$ cat src/rtl/amux_bbm_sequencer.sv
// Break-before-make sequencer for the two analog mux buses: serialises connect/disconnect
// requests, enforces dead-time before closure and a settle interval before reporting ready.
module amux_bbm_sequencer #(
   parameter int N_CH          = 8,
   parameter int CH_W          = $clog2(N_CH),
   parameter int BREAK_CYCLES  = 4,
   parameter int SETTLE_CYCLES = 16,
   parameter int CNT_W         = 8
) (
   input  logic            clock,
   input  logic            resetn,
   input  logic            req_valid,
   output logic            req_ready,
   input  logic            req_bus,
   input  logic [CH_W-1:0] req_ch,
   input  logic            req_off,
   output logic [N_CH-1:0] amux_a_en,
   output logic [N_CH-1:0] amux_b_en,
   output logic            busy,
   output logic            settled_a,
   output logic            settled_b,
   output logic            err
);

   typedef enum logic [1:0] {
      S_IDLE,
      S_BREAK,
      S_SETTLE
   } state_t;

   state_t            state;
   logic [CNT_W-1:0]  timer;
   logic              lat_bus;
   logic              lat_off;
   logic [N_CH-1:0]   lat_sel;

   logic [N_CH-1:0]   req_sel;
   logic [N_CH-1:0]   tgt_en;
   logic [N_CH-1:0]   oth_en;
   logic              ch_ok;
   logic              conflict;
   logic              noop;

   // Out-of-range channels decode to an all-zero select, so they can never alias a valid bit.
   always_comb begin
      req_sel = '0;
      for (int unsigned i = 0; i < N_CH; i++) begin
         if (32'(req_ch) == i) req_sel[i] = 1'b1;
      end
      ch_ok    = (32'(req_ch) < 32'(N_CH));
      tgt_en   = req_bus ? amux_b_en : amux_a_en;
      oth_en   = req_bus ? amux_a_en : amux_b_en;
      conflict = |(req_sel & oth_en);
      noop     = req_off ? (tgt_en == '0) : (tgt_en == req_sel);
   end

   always_ff @(posedge clock or negedge resetn) begin
      if (!resetn) begin
         state     <= S_IDLE;
         timer     <= '0;
         lat_bus   <= 1'b0;
         lat_off   <= 1'b0;
         lat_sel   <= '0;
         amux_a_en <= '0;
         amux_b_en <= '0;
         settled_a <= 1'b0;
         settled_b <= 1'b0;
         busy      <= 1'b0;
         req_ready <= 1'b1;
         err       <= 1'b0;
      end else begin
         err <= 1'b0;
         case (state)
            S_IDLE: begin
               if (req_valid) begin
                  if (!req_off && (!ch_ok || conflict)) begin
                     err <= 1'b1;
                  end else if (!noop) begin
                     if (req_bus) begin
                        amux_b_en <= '0;
                        settled_b <= 1'b0;
                     end else begin
                        amux_a_en <= '0;
                        settled_a <= 1'b0;
                     end
                     timer     <= CNT_W'(BREAK_CYCLES - 1);
                     lat_bus   <= req_bus;
                     lat_off   <= req_off;
                     lat_sel   <= req_sel;
                     busy      <= 1'b1;
                     req_ready <= 1'b0;
                     state     <= S_BREAK;
                  end
               end
            end
            S_BREAK: begin
               if (timer == '0) begin
                  if (lat_off) begin
                     busy      <= 1'b0;
                     req_ready <= 1'b1;
                     state     <= S_IDLE;
                  end else begin
                     if (lat_bus) amux_b_en <= lat_sel;
                     else         amux_a_en <= lat_sel;
                     timer <= CNT_W'(SETTLE_CYCLES - 1);
                     state <= S_SETTLE;
                  end
               end else begin
                  timer <= timer - CNT_W'(1);
               end
            end
            S_SETTLE: begin
               if (timer == '0) begin
                  if (lat_bus) settled_b <= 1'b1;
                  else         settled_a <= 1'b1;
                  busy      <= 1'b0;
                  req_ready <= 1'b1;
                  state     <= S_IDLE;
               end else begin
                  timer <= timer - CNT_W'(1);
               end
            end
            default: begin
               busy      <= 1'b0;
               req_ready <= 1'b1;
               state     <= S_IDLE;
            end
         endcase
      end
   end

endmodule

$ cat config.mk
export PLATFORM = sky130hd
export DESIGN_NAME = amux_bbm_sequencer
export DESIGN_NICKNAME = d
export VERILOG_FILES = /design/src/rtl/amux_bbm_sequencer.sv
export SDC_FILE = /design/constraint.sdc
export NUM_CORES = 1
export LEC_CHECK = 0
export ABC_AREA = 1
export BUFFER_PORTS_ARGS = -buffer_cell sky130_fd_sc_hd__buf_2
export CAP_MARGIN = 20
export CELL_PAD_IN_SITES_DETAIL_PLACEMENT = 1
export CELL_PAD_IN_SITES_GLOBAL_PLACEMENT = 2
export CORE_AREA = 5 5 87 105
export DETAILED_ROUTE_END_ITERATION = 12
export DIE_AREA = 0 0 92 110
export GPL_TIMING_DRIVEN = 1
export HOLD_SLACK_MARGIN = 0.15
export PLACE_DENSITY = 0.84
export SLEW_MARGIN = 5
export SYNTH_ARGS = -nofsm -noshare
export SYNTH_HDL_FRONTEND = slang
export SYNTH_SLANG_ARGS = --single-unit
$ cat constraint.sdc
create_clock -name clock -period 4.1 [get_ports clock]
set_clock_uncertainty 0.15 [all_clocks]
set_input_delay 0.205 -clock clock [delete_from_list [all_inputs] [get_ports clock]]
set_output_delay 0.205 -clock clock [all_outputs]
set_load 0.01 [all_outputs]
-- Word level (Yosys, flattened, before mapping)
Index checks and enable logic that the tools add are counted.
- register bits: 41
- input bits: 8
- output and inout port bits: 21
- word-level logic and storage cells: 131
- add/sub/neg operators: 1
- equal/unequal tests: 25
- mux-type cells: 72
- bitwise gates (word level): 3
- reductions and logical operators: 18
- operator list (operator ; number):
    two-way mux 8 bit ; 22
    two-way mux 1 bit ; 36
    case mux 8 bit (2 select lines) ; 2
    inequality test 2 bit, second input constant ; 14
    case mux 8 bit (3 select lines) ; 1
    zero test 8 bit ; 2
    AND reduction 8 bit ; 2
    AND reduction 7 bit ; 2
    equality test 3 bit, second input constant ; 4
    two-way mux 2 bit ; 6
    AND reduction 6 bit ; 2
    bitwise AND 8 bit ; 1
    equality test 8 bit ; 1
    OR reduction 8 bit ; 1
    subtractor 8 x 1 -> 8 bit, second input constant ; 1
    equality test 3 x 2 -> 1 bit, second input constant ; 2
    case mux 1 bit (3 select lines) ; 2
    case mux 2 bit (3 select lines) ; 1
    AND reduction 5 bit ; 1
    case mux 1 bit (2 select lines) ; 2
    AND reduction 4 bit ; 1
    nonzero test 2 bit ; 2
    equality test 3 x 1 -> 1 bit, second input constant ; 1
    zero test 3 bit ; 1
    other kinds (8) ; 9

-- Depth between registers and ports, before layout
- word-level depth: 8
- gate-level depth with buffers: 16
- gate-level depth less buffers: 14

-- Worst setup path before layout
OpenSTA, ideal clock, no wires.
- kind: reg-to-reg
- start: reg state[1]
- end: reg amux_b_en[0]
- setup time: 0.117 ns
- arrival: 1.713 ns
- data required time: 3.833 ns
- setup slack: 2.120 ns
- stages on the path, launching flop included: 10
- buffers on the path: 0
- period minus slack after synthesis: 1.980 ns
- cells stage by stage: dfrtp_1 inv_1 ha_1 inv_1 nor2_1 a21oi_1 a211oi_2 nand3_2 nand2_1 nand2_1
- longest elaborated chain between the ends: 3
- elaborated cells on any way between the ends: 12
- classes of those cells: eq/ne (8); mux (1); reduce/logical (3)
- ends and longest elaborated chain (element ; line ; RTL):
    start: declaration ; 31 ; state_t state;
    start signal: assignment ; 59 ; state <= S_IDLE;
    start signal: assignment ; 92 ; state <= S_BREAK;
    start signal: assignment ; 101 ; state <= S_IDLE;
    equality test 2 x 1 -> 1 bit or zero test 2 bit (tied branches) ; 73 ; case (state)
    inequality test 2 bit (no line) or nonzero test 2 bit (tied branches) ; -- ;
    AND reduction 8 bit (no line) ; -- ;
    end signal: assignment ; 103 ; if (lat_bus) amux_b_en <= lat_sel;
    end: declaration ; 18 ; output logic [N_CH-1:0] amux_b_en,
Several ways; a longest one is shown, not always the timed one.
A chain may end at the register's enable or synchronous reset.

-- Worst setup path in the final report
- start: reg state[1]
- end: reg amux_b_en[6]
Same word-level chain as after synthesis.

==> summary.md <==
| Metric | Value |
|---|---|
| Status | `finished clean` |
| Dpl ws | `1.35 ns` |
| Max-slew headroom | `0.522` |
| First-pass DRT Iterations | `4` |
| #FFs+latches synth | `41` |
| Class of the worst hold path | `primary input to flip-flop` |
| Combinational share of power | `0.552` |
| CP Launch Type | `flip-flop` |
| Total congestion overflow | `0` |
| Seq/Total Area, Yosys | `0.379` |
| DR vias | `2,577` |
| Synth Area per Inst | `6.89 µm²` |
| Highest-count cells in the layout ignoring fill and taps | `nand2_1, dfrtp_1, inv_1` |
| Drt wl/cell | `15.7 µm` |
| RSZ-0062 raised after global routing | `no` |
| Core ar. | `0.00802 mm²` |
| Vias per inst | `5.00` |
| Commonest non-fill, non-tap cell in the layout | `nand2_1` |
| P&R area growth vs syn | `12.0%` |
| Final setup viols | `0` |
| Slowest-stage cell, CP | `a211oi_2` |
| Launch point of the critical path | `state[1]` |
| Post_cts resized | `0` |
| Critical path fanouts, max | `14` |
| Net Sw Frac | `0.510` |
| Largest net degree at the start of global routing | `42` |
| Share of cells above drive strength 1 | `0.133` |
| Worst slew pin tran | `0.711 ns` |
| Worst Hold Launch | `req_ch[1]` |
| Most common flop cell mapped by yosys | `dfrtp_1` |
| Gpl congestion | `0.821` |
| Starting Density | `0.338` |
| Clk_lat worst skew | `0.29 ns` |
| Async set or reset register ratio after synthesis | `1.00` |
| Die height | `110 µm` |
| Worst-case clock buffer depth | `2` |
| # diodes | `0` |
| Vias in the first global route | `2,678` |
| Synth Cell Area | `0.00271 mm²` |
| Synth cell types | `31` |
| Crit path kind | `flip-flop to flip-flop` |
| Clock sink total | `41` |
| # H-tree levels | `2` |
| WP data arrival | `2.84 ns` |
| IO buf count | `28` |
| Worst VDD drop | `360 µV` |
| FMAX | `355 MHz` |
| Num CTS Buffers | `5` |
| Cells after Synth | `393` |
| RR Startpoint | `state[1]` |
| Fillers | `1,053` |
| Int Pwr | `1.20 mW` |
| CP Cell Sequence | `inv_1 -> ha_1 -> inv_1 -> nor2_1 -> a21oi_1 -> a211oi_2 -> nand3_2 -> nand2_1 -> nand2_1` |
| Initial DRC Count | `102` |
| Synthesized Nets | `407` |
| Total of max-cap violations | `0` |
| DP HPWL | `6310 µm` |
| Die area | `0.0101 mm²` |
| WL final | `8070 µm` |
| Data required time at the worst endpoint | `4.13 ns` |
| Synthesis Warnings | `0` |
| Die width | `92 µm` |
| Clock slew at reported path FFs | `0.08 ns` |
| Sequential Power Share | `0.312` |
| Remaining DRCs | `0` |
| I/O Pins | `29` |
| Final Max Slew Viols | `0` |
| Worst setup EP type | `flip-flop` |
| Fin. Hold Viols | `0` |
| Tcrit/Tclk final | `0.687` |
| Antenna viol nets, final | `0` |
| First-pass GRT wire length | `13,300 µm` |
| Net Switching | `1.25 mW` |
| Root buffer cell | `clkbuf_8` |
| GRT Overall Usage | `0.166` |
| Final setup margin | `1.28 ns` |
| Setup TNS | `0 ns` |
| Clock share of power | `0.136` |
| Row count | `36` |
| CTS tree | `done` |
| Largest delay share family, worst path | `simple AND/OR/NAND/NOR gates` |
| Post-synth EDFFs | `0` |
| R2R Setup Slk | `1.28 ns` |
| Max incr delay on CP | `0.57 ns` |
| Power per cell area | `811 mW/mm²` |
| Leak pwr | `1.66 nW` |
| Initial antenna violation count | `0` |
| Nets | `433` |
| Final hold slack | `0.169 ns` |
| Buffers plus inverters on the worst setup path | `2` |
| Min Clock Period, post-route | `2.82 ns` |
## power by group through the flow
stage               sequential [mW]  combinational (mW)  clock [mW]
floorplan                     0.751                1.04           0
global placement              0.775                1.32           0
detailed placement            0.779                1.36           0
CTS                           0.772                1.37       0.347
global route                  0.793                1.55       0.368
finish                        0.769                1.36       0.334
## synthesized netlist by cell type, types with 5 or more instances
library cell,n,share of area
o21ai_0,20,0.037
buf_4,5,0.014
inv_1,39,0.054
ha_1,6,0.028
nand3_1,22,0.041
o21ai_1,12,0.022
nor2_1,27,0.037
dfrtp_1,40,0.37
nand4_1,25,0.058
inv_2,7,0.0097
nand2_1,150,0.21
## cell type report
class	count	area, µm²	area share
clock buffer	7	86.3	0.0285
clock inverter	1	30.0	0.00990
inverter	46	173	0.0569
multi-input combinational	293	1410	0.464
sequential	41	1030	0.339
tap	95	119	0.0392
timing repair buffer	32	190	0.0627
## state kept, by name, summed over array words and instances, names as in the netlist
register and flops:
amux_a_en 8, amux_b_en 8, lat_sel 8, timer 8
state 2, busy 1, err 1, lat_bus 1
lat_off 1, req_ready 1, settled_a 1, settled_b 1
## what timing repair did
action,in CTS,in global routing
hold endpoints to repair,41,6
setup buffers,0,0
hold buffers,2,1
## routing by layer
metal	wire, µm	global-route usage	vias to the layer above
met3	190	0.0238	7
met4	80	0.0308	0
li1	-	-	1316
met1	3480	0.192	1226
met5	0	0	-
met2	4310	0.327	28
## worst register-to-register path, stage by stage, from the launching register on
cell and delay [ns]:
dfrtp_1 0.42, inv_1 0.09, ha_1 0.45, inv_1 0.21
nor2_1 0.23, a21oi_1 0.10, a211oi_2 0.57, nand3_2 0.29
nand2_1 0.13, nand2_1 0.07
## final timing paths
path | to | cells past startpoint
setup / recovery | amux_b_en[6] | 9
hold / removal | lat_sel[2] | 3
setup reg to reg | amux_b_en[6] | 9
hold reg to reg | req_ready | 2
max in group asynchronous | req_ready | 4
min in group asynchronous | timer[0] | 3
## kinds of logic after synthesis
| group | after synthesis | share of synthesized area |
|---|---|---|
| AND/OR/NAND/NOR | 239 | 0.388 |
| AO/OA/AOI/OAI | 43 | 0.0883 |
| buffers and inverters | 59 | 0.101 |
| adder cells (fa/ha/maj) | 6 | 0.0277 |
| flip-flops | 41 | 0.379 |
| XOR/XNOR | 5 | 0.0162 |
## stage by stage
step | instance area (µm²) | util | instances | total power, mW
2_1_floorplan | 2710 | - | 393 | 1.79
3_3_place_gp | 2870 | 0.358 | 503 | 2.10
3_5_place_dp | 2870 | 0.358 | 503 | 2.13
4_1_cts | 3000 | 0.375 | 513 | 2.49
5_1_grt | 3030 | 0.378 | 515 | 2.71
6_report | 3030 | 0.378 | 515 | 2.46
Power figures use the tool's default switching activity.
